File: src/rtl/fifo_pkg.sv
// Shared constants and types for the parametrised synchronous FIFO (fifo_sync_param).
package fifo_pkg;

    localparam int DEF_DATA_W = 8;
    localparam int DEF_DEPTH  = 16;

    function automatic int addr_width(input int depth);
        return (depth <= 2) ? 1 : $clog2(depth);
    endfunction

    localparam int DEF_ADDR_W = addr_width(DEF_DEPTH);

    // Wrap bit above the memory address; modules rebuild this layout at their own ADDR_W.
    typedef struct packed {
        logic                  wrap;
        logic [DEF_ADDR_W-1:0] addr;
    } fifo_ptr_t;

endpackage

File: src/rtl/fifo_sync_param_if.sv
// Producer/consumer bundle of fifo_sync_param; master = user logic, slave = FIFO.
interface fifo_sync_param_if #(
    parameter int DATA_W = fifo_pkg::DEF_DATA_W,
    parameter int DEPTH  = fifo_pkg::DEF_DEPTH
);
    localparam int ADDR_W = fifo_pkg::addr_width(DEPTH);

    // WREN/RDEN are requests sampled on the rising clock. There is no separate
    // ready: a write is taken when !full (or a read is taken on the same edge),
    // a read is taken when !empty. Refused requests are dropped and latched in
    // overflow/underflow. Standard mode: read data is on data_out after the edge;
    // FWFT mode: data_out already shows the head and RDEN pops it.
    logic              WREN;
    logic              RDEN;
    logic [DATA_W-1:0] data_in;
    logic [DATA_W-1:0] data_out;
    logic              empty;
    logic              full;
    logic              almost_empty;
    logic              almost_full;
    logic [ADDR_W:0]   count;
    logic              overflow;
    logic              underflow;

    modport master (
        output WREN, RDEN, data_in,
        input  data_out, empty, full, almost_empty, almost_full, count, overflow, underflow
    );

    modport slave (
        input  WREN, RDEN, data_in,
        output data_out, empty, full, almost_empty, almost_full, count, overflow, underflow
    );

endinterface

File: src/rtl/fifo_dpram.sv
// Two-port FIFO storage: synchronous write, registered read (standard) or
// combinational head read with last-popped hold when FIFO_FWFT_EN is defined.
module fifo_dpram #(
    parameter int DATA_W = 8,
    parameter int ADDR_W = 4
) (
    input  logic              clk,
    input  logic              rst,
    input  logic              i_we,
    input  logic [ADDR_W-1:0] i_waddr,
    input  logic [DATA_W-1:0] i_wdata,
    input  logic              i_re,
    input  logic [ADDR_W-1:0] i_raddr,
    input  logic              i_valid,
    output logic [DATA_W-1:0] o_rdata
);
    localparam int WORDS = 1 << ADDR_W;

    logic [DATA_W-1:0] r_mem [WORDS];

    always_ff @(posedge clk) begin
        if (i_we) begin
            r_mem[i_waddr] <= i_wdata;
        end
    end

`ifdef FIFO_FWFT_EN
    logic [DATA_W-1:0] r_last;

    // Keeps the most recently popped word so data_out is stable while empty.
    always_ff @(posedge clk or posedge rst) begin
        if (rst) begin
            r_last <= '0;
        end else if (i_re) begin
            r_last <= r_mem[i_raddr];
        end
    end

    assign o_rdata = i_valid ? r_mem[i_raddr] : r_last;
`else
    logic [DATA_W-1:0] r_rdata;

    always_ff @(posedge clk or posedge rst) begin
        if (rst) begin
            r_rdata <= '0;
        end else if (i_re && i_valid) begin
            r_rdata <= r_mem[i_raddr];
        end
    end

    assign o_rdata = r_rdata;
`endif

endmodule

File: src/rtl/fifo_sync_param.sv
// Parametrised single-clock FIFO: pointers, occupancy, thresholds and sticky errors.
// Define FIFO_FWFT_EN for first-word-fall-through reads.
module fifo_sync_param
    import fifo_pkg::*;
#(
    parameter int DATA_W    = DEF_DATA_W,
    parameter int DEPTH     = DEF_DEPTH,
    parameter int AF_THRESH = DEPTH - 2,
    parameter int AE_THRESH = 2
) (
    input  logic              clk,
    input  logic              reset,
    fifo_sync_param_if.slave  bus
);
    localparam int ADDR_W = addr_width(DEPTH);
    localparam logic [ADDR_W:0] AF_LVL = (ADDR_W+1)'(AF_THRESH);
    localparam logic [ADDR_W:0] AE_LVL = (ADDR_W+1)'(AE_THRESH);

    typedef struct packed {
        logic              wrap;
        logic [ADDR_W-1:0] addr;
    } ptr_t;

    ptr_t              r_wr_ptr;
    ptr_t              r_rd_ptr;
    logic [ADDR_W:0]   r_count;
    logic              r_overflow;
    logic              r_underflow;

    logic              w_empty;
    logic              w_full;
    logic              w_valid;
    logic              w_wr_acc;
    logic              w_rd_acc;
    logic [DATA_W-1:0] w_rdata;

    assign w_empty  = (r_wr_ptr == r_rd_ptr);
    assign w_full   = (r_wr_ptr.addr == r_rd_ptr.addr) && (r_wr_ptr.wrap != r_rd_ptr.wrap);
    assign w_valid  = !w_empty;
    assign w_rd_acc = bus.RDEN && !w_empty;
    // A full FIFO still takes a write when a read frees the head slot on the same edge.
    assign w_wr_acc = bus.WREN && (!w_full || w_rd_acc);

    always_ff @(posedge clk or posedge reset) begin
        if (reset) begin
            r_wr_ptr    <= '0;
            r_rd_ptr    <= '0;
            r_count     <= '0;
            r_overflow  <= 1'b0;
            r_underflow <= 1'b0;
        end else begin
            if (w_wr_acc) begin
                r_wr_ptr <= ptr_t'(r_wr_ptr + 1'b1);
            end
            if (w_rd_acc) begin
                r_rd_ptr <= ptr_t'(r_rd_ptr + 1'b1);
            end
            case ({w_wr_acc, w_rd_acc})
                2'b10:   r_count <= r_count + 1'b1;
                2'b01:   r_count <= r_count - 1'b1;
                default: r_count <= r_count;
            endcase
            if (bus.WREN && !w_wr_acc) begin
                r_overflow <= 1'b1;
            end
            if (bus.RDEN && !w_rd_acc) begin
                r_underflow <= 1'b1;
            end
        end
    end

    fifo_dpram #(
        .DATA_W (DATA_W),
        .ADDR_W (ADDR_W)
    ) u_mem (
        .clk     (clk),
        .rst     (reset),
        .i_we    (w_wr_acc),
        .i_waddr (r_wr_ptr.addr),
        .i_wdata (bus.data_in),
        .i_re    (w_rd_acc),
        .i_raddr (r_rd_ptr.addr),
        .i_valid (w_valid),
        .o_rdata (w_rdata)
    );

    assign bus.data_out     = w_rdata;
    assign bus.empty        = w_empty;
    assign bus.full         = w_full;
    assign bus.almost_empty = (r_count <= AE_LVL);
    assign bus.almost_full  = (r_count >= AF_LVL);
    assign bus.count        = r_count;
    assign bus.overflow     = r_overflow;
    assign bus.underflow    = r_underflow;

endmodule

File: src/flat_wrapper.sv
// flat-port wrapper written by rule: the top's interface ports become plain ports
module fifo_sync_param_flat import fifo_pkg::*;
#(
    parameter int DATA_W    = DEF_DATA_W,
    parameter int DEPTH     = DEF_DEPTH,
    parameter int AF_THRESH = DEPTH - 2,
    parameter int AE_THRESH = 2
)
  (clk, reset, bus_WREN, bus_RDEN, bus_data_in, bus_data_out, bus_empty, bus_full, bus_almost_empty, bus_almost_full, bus_count, bus_overflow, bus_underflow);
  fifo_sync_param_if #(.DATA_W(DATA_W), .DEPTH(DEPTH)) bus_i ();
  input  logic clk;
  input  logic reset;
  input wire logic [$bits(bus_i.WREN)-1:0] bus_WREN;
  input wire logic [$bits(bus_i.RDEN)-1:0] bus_RDEN;
  input wire logic [$bits(bus_i.data_in)-1:0] bus_data_in;
  output wire logic [$bits(bus_i.data_out)-1:0] bus_data_out;
  output wire logic [$bits(bus_i.empty)-1:0] bus_empty;
  output wire logic [$bits(bus_i.full)-1:0] bus_full;
  output wire logic [$bits(bus_i.almost_empty)-1:0] bus_almost_empty;
  output wire logic [$bits(bus_i.almost_full)-1:0] bus_almost_full;
  output wire logic [$bits(bus_i.count)-1:0] bus_count;
  output wire logic [$bits(bus_i.overflow)-1:0] bus_overflow;
  output wire logic [$bits(bus_i.underflow)-1:0] bus_underflow;
  assign bus_i.WREN = bus_WREN;
  assign bus_i.RDEN = bus_RDEN;
  assign bus_i.data_in = bus_data_in;
  assign bus_data_out = bus_i.data_out;
  assign bus_empty = bus_i.empty;
  assign bus_full = bus_i.full;
  assign bus_almost_empty = bus_i.almost_empty;
  assign bus_almost_full = bus_i.almost_full;
  assign bus_count = bus_i.count;
  assign bus_overflow = bus_i.overflow;
  assign bus_underflow = bus_i.underflow;
  fifo_sync_param #(.DATA_W(DATA_W), .DEPTH(DEPTH), .AF_THRESH(AF_THRESH), .AE_THRESH(AE_THRESH)) u_core (.clk(clk), .reset(reset), .bus(bus_i));
endmodule
File: config.mk
export PLATFORM = sky130hd
export DESIGN_NAME = fifo_sync_param_flat
export DESIGN_NICKNAME = d
export VERILOG_FILES = /design/src/rtl/fifo_pkg.sv /design/src/rtl/fifo_sync_param_if.sv /design/src/rtl/fifo_dpram.sv /design/src/rtl/fifo_sync_param.sv /design/src/flat_wrapper.sv
export SDC_FILE = /design/constraint.sdc
export NUM_CORES = 1
export LEC_CHECK = 0
export ABC_AREA = 1
export BUFFER_PORTS_ARGS = -buffer_cell sky130_fd_sc_hd__buf_2
export CORE_ASPECT_RATIO = 1.2
export CORE_UTILIZATION = 60
export CTS_CLUSTER_DIAMETER = 150
export DETAILED_ROUTE_END_ITERATION = 7
export HOLD_SLACK_MARGIN = 0.06
export PLACE_DENSITY = 0.75
export SLEW_MARGIN = 25
export SYNTH_ARGS = -nofsm -noshare
export SYNTH_HDL_FRONTEND = slang
export SYNTH_SLANG_ARGS = --single-unit
File: constraint.sdc
create_clock -name clk -period 3.9 [get_ports clk]
set_input_delay 0.39 -clock clk [delete_from_list [all_inputs] [get_ports clk]]
set_output_delay 0.39 -clock clk [all_outputs]
set_load 0.02 [all_outputs]
# == After elaboration in Yosys (flattened, before gate mapping) ==
# Memory sizes are Yosys's and may differ from the RTL's. A register that Yosys moved wholly into a read port is not among the register bits.
# Cells that the tools add are included.
# word_totals
reg_bits,17
ramBits,128
inputBits,12
word_cells,34
mem_count,1
# op_classes
add_sub_neg,4
n_lt_le_gt_ge,2
n_eq_ne,5
mux,3
reduce_logical,12
# memory_table
memory,depth,width,read_ports,rd_clocked_by_memory_dff,write_ports,line_no,rtl
u_core.u_mem.r_mem,16,8,1,1,1,fifo_dpram.sv:19,logic [DATA_W-1:0] r_mem [WORDS];
# ops
op,n
adder 5 x 1 -> 5 bit (second input constant),3
one-hot mux 5 bit (2 select lines),1
logical AND 1 bit,6
equality test 5 bit,1
>= comparator 5 x 4 -> 1 bit (second input constant),1
<= comparator 5 x 2 -> 1 bit (second input constant),1
subtractor 5 x 1 -> 5 bit (second input constant),1
equality test 4 bit,1
logical NOT 1 bit,4
equality test 2 x 1 -> 1 bit (second input constant),1
equality test 2 bit (second input constant),1
two-way mux 1 bit,2
nonzero test 2 bit,1
logical OR 1 bit,1
inequality test 1 bit,1

# == Logic depth before layout (Yosys ltp) ==
# Gate-level depths: netlist of the first run.
# logic_depth
depth_word,7
ltp_mapped,21

# == Cells and area by module ==
# From an unflattened synthesis of the first run, not the netlist that was laid out.
# hier_totals
hier_cells,599
area_unflattened_um2,6616.3
# by_module_without_submodules
module,n_inst,cells_per_inst,area_each_um2,seq_area_each_um2
fifo_dpram,1,482,5587.9,4043.9
fifo_sync_param,1,117,1028.5,425.4

# == Worst setup path after synthesis of the first run ==
# No wires, ideal clock.
# synth_timing
path_kind,reg2reg
startpoint,register u_core.r_rd_ptr[1] in the netlist's numbering
endpoint,"register u_core.r_count[4], in the netlist u_core.bus.count[4]"
setup_time_ns,0.117
arrival_ns,2.377
required_time_ns,3.783
slack_ns,1.406
stages_incl_launch_ff,19
n_path_buf,3
cell_sequence,dfrtp_1 -> buf_4 -> nand2_1 -> nand2_2 -> nor2_4 -> nand4_4 -> nand2_4 -> buf_6 -> ha_1 -> clkbuf_1 -> xor2_1 -> ha_1 -> a21oi_1 -> nor2_1 -> nand2_1 -> nand3_1 -> nand2_1 -> nand2_1 -> nand2_1
# synth_between
elab_chain_len,7
# synth_lines
element,line_no,rtl
start: declaration,fifo_sync_param.sv:25,ptr_t r_rd_ptr;
start signal: assignment,fifo_sync_param.sv:56,r_rd_ptr <= ptr_t'(r_rd_ptr + 1'b1);
equality test 5 bit or equality test 4 bit (tied branches),"fifo_sync_param.sv:37, fifo_sync_param.sv:38",
logical NOT 1 bit or logical AND 1 bit (tied branches),"fifo_sync_param.sv:40, fifo_sync_param.sv:38",
logical AND 1 bit or logical NOT 1 bit (tied branches),"fifo_sync_param.sv:40, fifo_sync_param.sv:42",
logical OR 1 bit,fifo_sync_param.sv:42,assign w_wr_acc = bus.WREN && (!w_full || w_rd_acc);
logical AND 1 bit,fifo_sync_param.sv:42,
equality test 2 x 1 -> 1 bit or equality test 2 bit (tied branches),fifo_sync_param.sv:58,"case ({w_wr_acc, w_rd_acc})"
one-hot mux 5 bit (2 select lines) or nonzero test 2 bit (tied branches),-,
end signal: assignment,fifo_sync_param.sv:59,2'b10: r_count <= r_count + 1'b1;
end signal: assignment,fifo_sync_param.sv:60,2'b01: r_count <= r_count - 1'b1;
end signal: assignment,fifo_sync_param.sv:61,default: r_count <= r_count;
end: declaration,fifo_sync_param.sv:26,logic [ADDR_W:0] r_count;
# Parallel ways exist; a longest one is shown, timed or not.
# A chain may end at the register's enable or synchronous reset.

# == Final worst setup path of the first run ==
# Same ends and word-level chain as after synthesis.

==> results of run 1 <==
-- cell type report --
type,count,area (sq um),area share [%]
Inverter,145,546.8,6.887
Tap cell,157,196.4,2.474
Timing Repair Buffer,33,172.7,2.175
Sequential cell,153,4471,56.31
Clock buffer,27,535.5,6.745
Clock inverter,5,56.30,0.7092
Multi-Input combinational cell,433,1961,24.70
-- registers in the layout (all words and copies together), names as in the netlist --
name	flops
u_core.r_rd_ptr	5
u_core.bus.overflow	1
u_core.u_mem.o_rdata	8
u_core.u_mem.r_mem	128
u_core.bus.underflow	1
u_core.r_wr_ptr	5
u_core.bus.count	5
-- cell families after synthesis --
| logic type | after synthesis |
|---|---|
| XOR/XNOR | 12 |
| buffers and inverters | 174 |
| flip-flops | 153 |
| adder cells (fa/ha/maj) | 8 |
| AND/OR/NAND/NOR | 404 |
| AO/OA/AOI/OAI | 9 |
-- critical path, stage by stage (launching register included) --
cell and delay [ns]:
dfrtp_1 0.75, inv_4 0.29, nand2_1 0.15, nand2_2 0.07, nor2_4 0.17, nand3_2 0.14, nand2_4 0.17, inv_2 0.14
ha_1 0.30, xor2_1 0.19, ha_1 0.21, a21oi_1 0.18, nor2_1 0.09, nand2_1 0.08, nand2_1 0.05, nand2_1 0.06
nand2_1 0.05, nand2_1 0.05, nand2_1 0.05
-- per-layer routing --
| metal | GRT usage (%) | share of wire (%) |
|---|---|---|
| met5 | 0 | 0 |
| met4 | 14.58 | 3.5 |
| met1 | 36.55 | 42 |
| met2 | 43.03 | 49 |
| met3 | 4.839 | 6.1 |
-- per-stage QoR --
step                utilization, %  cells
detailed placement           63.52    921
floorplan                        -    760
finish                       68.63    953
global route                 68.63    953
global placement             63.52    921
CTS                          68.63    953
-- worst paths after layout --
kind                                             to                 from  cells after the start
worst min-delay path            u_core.bus.count[4]                reset                      2
worst max-delay path            u_core.bus.count[4]   u_core.r_rd_ptr[1]                     18
max in group asynchronous        u_core.r_rd_ptr[0]                reset                      2
worst max register to register  u_core.bus.count[4]   u_core.r_rd_ptr[1]                     18
min in group clk                u_core.bus.overflow             bus_WREN                      3
worst min register to register  u_core.bus.overflow  u_core.bus.overflow                      1
-- power by group through the flow --
| stage | Combinational [mW] | Clock (mW) | Sequential [mW] |
|---|---|---|---|
| after floorplan | 1.47 | 0 | 2.24 |
| after global placement | 1.92 | 0 | 2.28 |
| after detailed placement | 1.96 | 0 | 2.29 |
| after CTS | 1.99 | 1.62 | 2.25 |
| after global routing | 2.22 | 1.68 | 2.29 |
| final | 2.01 | 1.62 | 2.26 |
-- layout by cell type (no fill, tap or decap), types with 2 or more instances in the layout --
master,Yosys,layout
nand3_1,90,90
nand2_4,2,2
clkbuf_16,0,19
clkbuf_8,0,3
buf_4,3,3
nor2_1,22,22
o21bai_1,2,2
xor2_1,6,6
ha_1,8,8
inv_1,139,138
clkbuf_1,9,5
buf_2,12,30
edfxtp_1,128,128
nand2_1,284,284
inv_2,4,5
o21ai_0,3,3
clkinv_2,0,2
dfrtp_1,25,24
xnor2_1,5,5
nor2_4,2,2
==> summary.md, run 1 <==
| Metric | Value |
|---|---|
| Internal power | `3.642 mW` |
| Post-synthesis share of cell area spent on xor and xnor gates | `1.580%` |
| Summed negative setup slack over all endpoints | `0 ns` |
| Most used flip-flop cell after synthesis | `edfxtp_1` |
| Standard-cell row count | `43` |
| Largest voltage drop on the vdd net | `0.5196 mV` |
| Horizontal die dimension | `101.5 um` |
| Average size of a mapped cell | `9.377 sq um` |
| Count of warnings emitted by yosys | `0` |
| Final Skew | `0.007065 ns` |
| Clock transition at the register clock pins on the worst setup and hold paths after CTS | `0.06 ns` |
| Type of the most critical hold path | `primary input to asynchronous set/reset pin` |
| CTS root buffer | `clkbuf_16` |
| Gp weighted congestion | `0.9373` |
| Number of flops mapped to enable cells by yosys | `128` |
| Clock tree from TritonCTS | `yes` |
| Quantity of hold-fixing buffers added after cts | `0` |
| Synth top cells by count | `nand2_1 (284), inv_1 (139), edfxtp_1 (128), nand3_1 (90), dfrtp_1 (25)` |
| Post-synthesis share of cell area spent on and, or, nand and nor gates | `23.70%` |
| Post-cts gate resize count | `0` |
| Max Slew Vio Count | `0` |
| Synthesis-to-finish area growth | `11.39%` |
| Worst endpoint data arrival time | `3.62 ns` |
| Final wirelength | `15.41 mm` |
| # port buffers | `30` |
| Final period util | `84.69%` |
| Number of buffers inserted during clock tree synthesis | `17` |
| # DRC | `0` |
| Hold Slack | `0.005759 ns` |
| Max-cap viol count | `0` |
| Unrepaired setup endpoints after global routing | `no` |
| Number of antenna violations at the first check in global routing | `0` |
| Share of synthesized registers carrying an async set or reset | `16.34%` |
| Remaining number of nets flagged by the antenna check after routing | `0` |
| Fin area | `0.007939 sq mm` |
| Number of I/O pins | `31` |
| Pin count of the biggest net entering global routing | `66` |
| Number of nets in the layout | `803` |
| Antenna cells | `0` |
| All-layer global routing usage | `27.43%` |
| Detailed-router iteration count before antenna repair | `5` |
| Synthesized-area fraction occupied by ao, oa, aoi and oai cells | `0.8251%` |
| Half-perimeter wire length of the detailed placement result | `9.861 mm` |
| Synthesized cell area | `0.007127 sq mm` |
| Worst path required time | `4.22 ns` |
| Highest attainable clock frequency | `302.8 MHz` |
| Die footprint | `0.01232 sq mm` |
| Starting density of the core | `61.61%` |
| Vias in the first global route | `4,905` |
| Number of hold-slack violations in the final timing report | `0` |
| Placeable core area | `0.01157 sq mm` |
| Internal reg-to-reg setup slack | `0.60 ns` |
| Adder-cell share of the synthesized area | `1.404%` |
| Final routed wire length divided by cell count | `16.16 um` |
| Placement Setup Slack | `0.6239 ns` |
| Worst Setup End Kind | `register` |
| Distinct cell type count of the synthesized netlist | `30` |
| Library cell occupying the most area in the post-synthesis netlist | `edfxtp_1` |
| Proportion of synthesized area in mux cells | `0%` |
| Min cycle time layout | `3.303 ns` |
| Bufs on Longest Clock Path | `2` |
| Total congestion overflow after global routing | `0` |
| Portion of the post-synthesis area used by sequential elements | `62.71%` |
| Switch share | `38.05%` |
| Number of failing setup endpoints in the final timing report | `0` |
| Cell leakage power | `3.720 nW` |
| Power dissipated by switching net loads | `2.236 mW` |
| Wire length of the first global-routing pass | `24.38 mm` |
| Portion of total power attributed to sequential cells | `38.4%` |
| Pwr Density | `740.4 mW/mm^2` |
| Critical path type | `register to register` |
| Max FO, Critical Path | `33` |
| Kind of launch point of the worst setup path | `register` |
| Outcome | `complete, no violations` |
| Worst Tran Pin Value | `0.8499 ns` |
| Post-CTS Setup Repair Bufs | `0` |
| Vias after detailed routing | `5,043` |
| Combinational family with the most area after synthesis | `simple AND/OR/NAND/NOR gates` |
| Fraction of final layout cells sized beyond drive strength 1 | `9.548%` |
| Part of the total power dissipated in combinational logic | `34.1%` |
| Instance area at placement | `0.007347 sq mm` |
| Setup slack after layout | `0.5970 ns` |
| Total power after layout | `5.878 mW` |
| Top cells by area, synth | `edfxtp_1 (54%), nand2_1 (15%), dfrtp_1 (8.8%)` |
| Most repeated cell in the gate-level netlist after synthesis | `nand2_1` |
| Mapped Nets | `780` |
| Via density per instance | `5.292` |
| Number of clock sinks seen by CTS | `153` |
| Area share of the leading cell type in the synthesized netlist | `53.93%` |
| Clock network latency to the later pin of the worst-skew pair | `0.42 ns` |
| Filler Cell Count | `864` |
| Post-Syn Instances | `760` |
| Die outline height | `121.4 um` |
| Depth of the CTS H-tree | `4` |
| Fraction of power consumed by the clock network | `27.5%` |
| Synth Register Bits | `153` |
| Iteration-0 DRC Markers | `368` |
| Worst slew slack as a fraction of its limit | `43.13%` |
Power figures use the tool's default switching activity.
==> inputs of run 2 (changes only) <==
--- a/config.mk
+++ b/config.mk
@@ -5,14 +5,14 @@
 export SDC_FILE = /design/constraint.sdc
 export NUM_CORES = 1
 export LEC_CHECK = 0
-export ABC_AREA = 1
+export ABC_AREA = 0
 export BUFFER_PORTS_ARGS = -buffer_cell sky130_fd_sc_hd__buf_2
 export CORE_ASPECT_RATIO = 1.2
-export CORE_UTILIZATION = 60
+export CORE_UTILIZATION = 55
 export CTS_CLUSTER_DIAMETER = 150
 export DETAILED_ROUTE_END_ITERATION = 7
 export HOLD_SLACK_MARGIN = 0.06
-export PLACE_DENSITY = 0.75
+export PLACE_DENSITY = 0.72
 export SLEW_MARGIN = 25
 export SYNTH_ARGS = -nofsm -noshare
 export SYNTH_HDL_FRONTEND = slang
==> constraint.sdc (replaced) <==
create_clock -name clk -period 2.8 [get_ports clk]
set_input_delay 0.28 -clock clk [delete_from_list [all_inputs] [get_ports clk]]
set_output_delay 0.28 -clock clk [all_outputs]
set_load 0.02 [all_outputs]
==> run 2 against run 1 <==
Net effect:
- count of clock-buffer cells in the layout down 5
- clock skew grew 0.00090 ns
- global-route usage shrank 5.5 points
- clock power is 31% higher
- first-iteration DRC count shrank 31%
- synthesized cell count decreased by 52%
- sequential share of layout area rose by 5.9 points
- critical path type unchanged
- critical endpoint unchanged
- largest power group unchanged
- highest routed layer unchanged
==> summary.md, run 2 <==
| Metric | Value |
|---|---|
| Outcome | `complete, no violations` |
| Post-CTS Setup Repair Bufs | `0 (unchanged)` |
| Post-Syn Instances | `363 (-52%)` |
| Max Slew Vio Count | `0 (unchanged)` |
| Summed negative setup slack over all endpoints | `0 ns (unchanged)` |
| Average size of a mapped cell | `17.61 sq um (+88%)` |
| Cell leakage power | `2.557 nW (-31%)` |
| Worst slew slack as a fraction of its limit | `42.21% (-0.93 points)` |
| Via density per instance | `5.741 (+8.5%)` |
| Pin count of the biggest net entering global routing | `52 (-21%)` |
| Vias in the first global route | `3,336 (-32%)` |
| Final period util | `89.02% (+4.3 points)` |
| Gp weighted congestion | `0.7785 (-17%)` |
| Number of I/O pins | `31 (unchanged)` |
| Proportion of synthesized area in mux cells | `12.00% (+12 points)` |
| Number of failing setup endpoints in the final timing report | `0 (unchanged)` |
| Pwr Density | `1060 mW/mm^2 (+43%)` |
| Min cycle time layout | `2.492 ns (-0.8106 ns)` |
| Synth top cells by count | `edfxtp_1 (128), dfrtp_1 (25), nor2b_1 (20), a21oi_1 (17)` |
| Placement Setup Slack | `0.3501 ns (-0.2738 ns)` |
| Number of antenna violations at the first check in global routing | `0 (unchanged)` |
| Count of warnings emitted by yosys | `0 (unchanged)` |
| Bufs on Longest Clock Path | `2 (unchanged)` |
| Final routed wire length divided by cell count | `20.62 um (+28%)` |
| Top register by number of flip-flops | `u_core.u_mem.r_mem` |
| # port buffers | `30 (unchanged)` |
| Die outline height | `120.1 um (-1.1%)` |
| Antenna cells | `0 (unchanged)` |
| Standard-cell row count | `42 (-2.3%)` |
| Type of the most critical hold path | `primary input to register` |
| Synthesis-to-finish area growth | `12.39%` |
| Worst endpoint data arrival time | `2.83 ns (-0.79 ns)` |
| Fraction of final layout cells sized beyond drive strength 1 | `22.93% (+13 points)` |
| Clock tree from TritonCTS | `yes` |
| Half-perimeter wire length of the detailed placement result | `7.135 mm (-28%)` |
| Power dissipated by switching net loads | `2.436 mW (+8.9%)` |
| Most common cell after layout, fill and taps aside | `edfxtp_1` |
| Internal power | `5.180 mW (+42%)` |
| Depth of the CTS H-tree | `4 (unchanged)` |
| Portion of total power attributed to sequential cells | `40.5% (+2.1 points)` |
| Max-cap viol count | `0 (unchanged)` |
| Clock network latency to the later pin of the worst-skew pair | `0.41 ns (about the same)` |
| Final wirelength | `11.63 mm (-25%)` |
| Die footprint | `0.01206 sq mm (-2.1%)` |
| Number of stages on the worst hold path | `2` |
| Portion of the post-synthesis area used by sequential elements | `69.93% (+7.2 points)` |
| Fraction of power consumed by the clock network | `27.8% (+0.3 points)` |
| Hold Startpoint | `bus_RDEN` |
| Most used flip-flop cell after synthesis | `edfxtp_1` |
| Wire length of the first global-routing pass | `18.58 mm (-24%)` |
| Setup slack after layout | `0.3076 ns (-0.2894 ns)` |
| Share of synthesized registers carrying an async set or reset | `16.34% (unchanged)` |
| Area share of the leading cell type in the synthesized netlist | `60.14% (+6.2 points)` |
| Most repeated cell in the gate-level netlist after synthesis | `edfxtp_1` |
| Unrepaired setup endpoints after global routing | `no` |
| Launch point of the worst reg-to-reg path | `u_core.r_wr_ptr[1]` |
| Combinational family with the most area after synthesis | `multiplexers` |
| Max reg flops | `128 (unchanged)` |
| Worst Tran Pin Value | `0.8616 ns (+0.01169 ns)` |
| Starting density of the core | `57.10% (-4.5 points)` |
| Post-synthesis share of cell area spent on xor and xnor gates | `2.604% (+1.0 points)` |
| Iteration-0 DRC Markers | `254 (-31%)` |
| Placeable core area | `0.01119 sq mm (-3.2%)` |
| Top cells by area, synth | `edfxtp_1 (60%), dfrtp_1 (9.8%), mux4_2 (5.3%)` |
| Highest attainable clock frequency | `401.2 MHz (+33%)` |
| Worst path required time | `3.14 ns (-1.08 ns)` |
| Commonest cells after routing, fill and taps aside | `edfxtp_1 (128), buf_2 (30), dfrtp_1 (24)` |
| Synthesized cell area | `0.006391 sq mm (-10%)` |
| Mapped Nets | `383 (-51%)` |
| Number of buffers inserted during clock tree synthesis | `17 (unchanged)` |
| Post-synthesis share of cell area spent on and, or, nand and nor gates | `5.756% (-18 points)` |
| Number of nets in the layout | `418 (-48%)` |
| Internal reg-to-reg setup slack | `0.31 ns (-0.29 ns)` |
| Detailed-router iteration count before antenna repair | `5 (unchanged)` |
| Library cell occupying the most area in the post-synthesis netlist | `edfxtp_1` |
| Adder-cell share of the synthesized area | `1.566% (+0.16 points)` |
| Synthesized-area fraction occupied by ao, oa, aoi and oai cells | `5.110% (+4.3 points)` |
| Remaining number of nets flagged by the antenna check after routing | `0 (unchanged)` |
| Max FO, Critical Path | `5 (-85%)` |
| Clock transition at the register clock pins on the worst setup and hold paths after CTS | `0.06 ns (about the same)` |
| CTS root buffer | `clkbuf_16` |
| Worst hold path endpoint | `u_core.bus.underflow` |
| Number of flops mapped to enable cells by yosys | `128 (unchanged)` |
| Largest voltage drop on the vdd net | `0.4842 mV (-6.8%)` |
| Critical path type | `register to register` |
| All-layer global routing usage | `21.93% (-5.5 points)` |
| Switch share | `31.98% (-6.1 points)` |
| Reg2reg path depth | `12 (-6)` |
| Final Skew | `0.007961 ns (+0.0008955 ns)` |
| Filler Cell Count | `790 (-8.6%)` |
| Synth Register Bits | `153 (unchanged)` |
| Kind of launch point of the worst setup path | `register` |
| Vias after detailed routing | `3,238 (-36%)` |
| Number of clock sinks seen by CTS | `153 (unchanged)` |
| Number of hold-slack violations in the final timing report | `0 (unchanged)` |
| Part of the total power dissipated in combinational logic | `31.8% (-2.3 points)` |
| Total congestion overflow after global routing | `0 (unchanged)` |
| # DRC | `0 (unchanged)` |
| Distinct cell type count of the synthesized netlist | `38 (+27%)` |
| Horizontal die dimension | `100.4 um (-1.1%)` |
| Endpoint of the most critical register-to-register path | `u_core.bus.count[4]` |
| Worst Setup End Kind | `register` |
-- run 2: logic make-up after synthesis --
| kind of cell | after synthesis |
|---|---|
| AOI/OAI and AO/OA | 48 |
| xor gates and xnor gates | 19 |
| adders and majority gates | 8 |
| buffers and inverters | 30 |
| DFF | 153 |
| muxes | 42 |
| and+or+nand+nor | 63 |
-- run 2: metal layers --
layer | up-vias | GRT usage (%) | wire length [um]
li1 | 1490 | - | -
met1 | 1634 | 28.80 | 4964
met2 | 97 | 35.06 | 5808
met3 | 17 | 5.242 | 603
met4 | 0 | 9.420 | 251
met5 | - | 0 | 0
-- run 2: area by class of cell --
class,count,area (sq um),share of cell area [%]
clock inverters,9,101.3,1.411
clock buffers,22,444.2,6.184
multi-input cells,180,1728,24.06
flip-flops and latches,153,4471,62.24
repair buffers,39,220.2,3.066
well taps,154,192.7,2.682
inverters,7,26.28,0.3658
-- run 2: power by group through the flow --
stage          Sequential, mW  Clock [mW]  Combinational, mW
2_1_floorplan            3.17           0               1.82
3_3_place_gp             3.10           0               2.40
3_5_place_dp             3.13           0               2.43
4_1_cts                  3.08        2.15               2.45
5_1_grt                  3.12        2.24               2.66
6_report                 3.08        2.12               2.42
-- run 2: worst max-delay path, stage by stage (launching register included) --
cell and delay [ns]:
dfrtp_1 0.43, xor2_1 0.19, nor4_4 0.39, a31oi_2 0.15, inv_1 0.10, ha_1 0.18
xor2_1 0.15, ha_1 0.21, nand2_1 0.08, nor2_1 0.09, o21ai_0 0.08, a31oi_1 0.22
xor2_1 0.15
-- run 2: what timing repair did --
action / CTS / global route
hold buffers: 0 / 1
endpoints found under the hold margin: 0 / 25
gates resized for setup: 0 / 0
-- run 2: worst max-delay path by stage --
| stage | startpoint | end | slack, ns |
|---|---|---|---|
| 2_1_floorplan | u_core.r_rd_ptr[1] | u_core.bus.count[4] | 0.05 |
| 3_3_place_gp | u_core.r_wr_ptr[1] | u_core.bus.count[4] | 0.46 |
| 3_5_place_dp | u_core.r_wr_ptr[1] | u_core.bus.count[4] | 0.35 |
| 4_1_cts | u_core.r_wr_ptr[1] | u_core.bus.count[4] | 0.33 |
| 5_1_grt | u_core.r_wr_ptr[1] | u_core.bus.count[4] | 0.1 |
| 6_report | u_core.r_wr_ptr[1] | u_core.bus.count[4] | 0.31 |
-- run 2: through the flow --
| step | cells | util [%] | cell area [sq um] | total power [mW] | hold WS (ns) |
|---|---|---|---|---|---|
| 2_1_floorplan | 363 | - | 6392 | 4.989 | 0.3073 |
| 3_3_place_gp | 532 | 59.21 | 6628 | 5.498 | 0.4346 |
| 3_5_place_dp | 532 | 59.21 | 6628 | 5.561 | 0.4542 |
| 4_1_cts | 563 | 64.08 | 7173 | 7.680 | 0.07673 |
| 5_1_grt | 564 | 64.17 | 7183 | 8.029 | 0.07633 |
| 6_report | 564 | 64.17 | 7183 | 7.616 | 0.08828 |
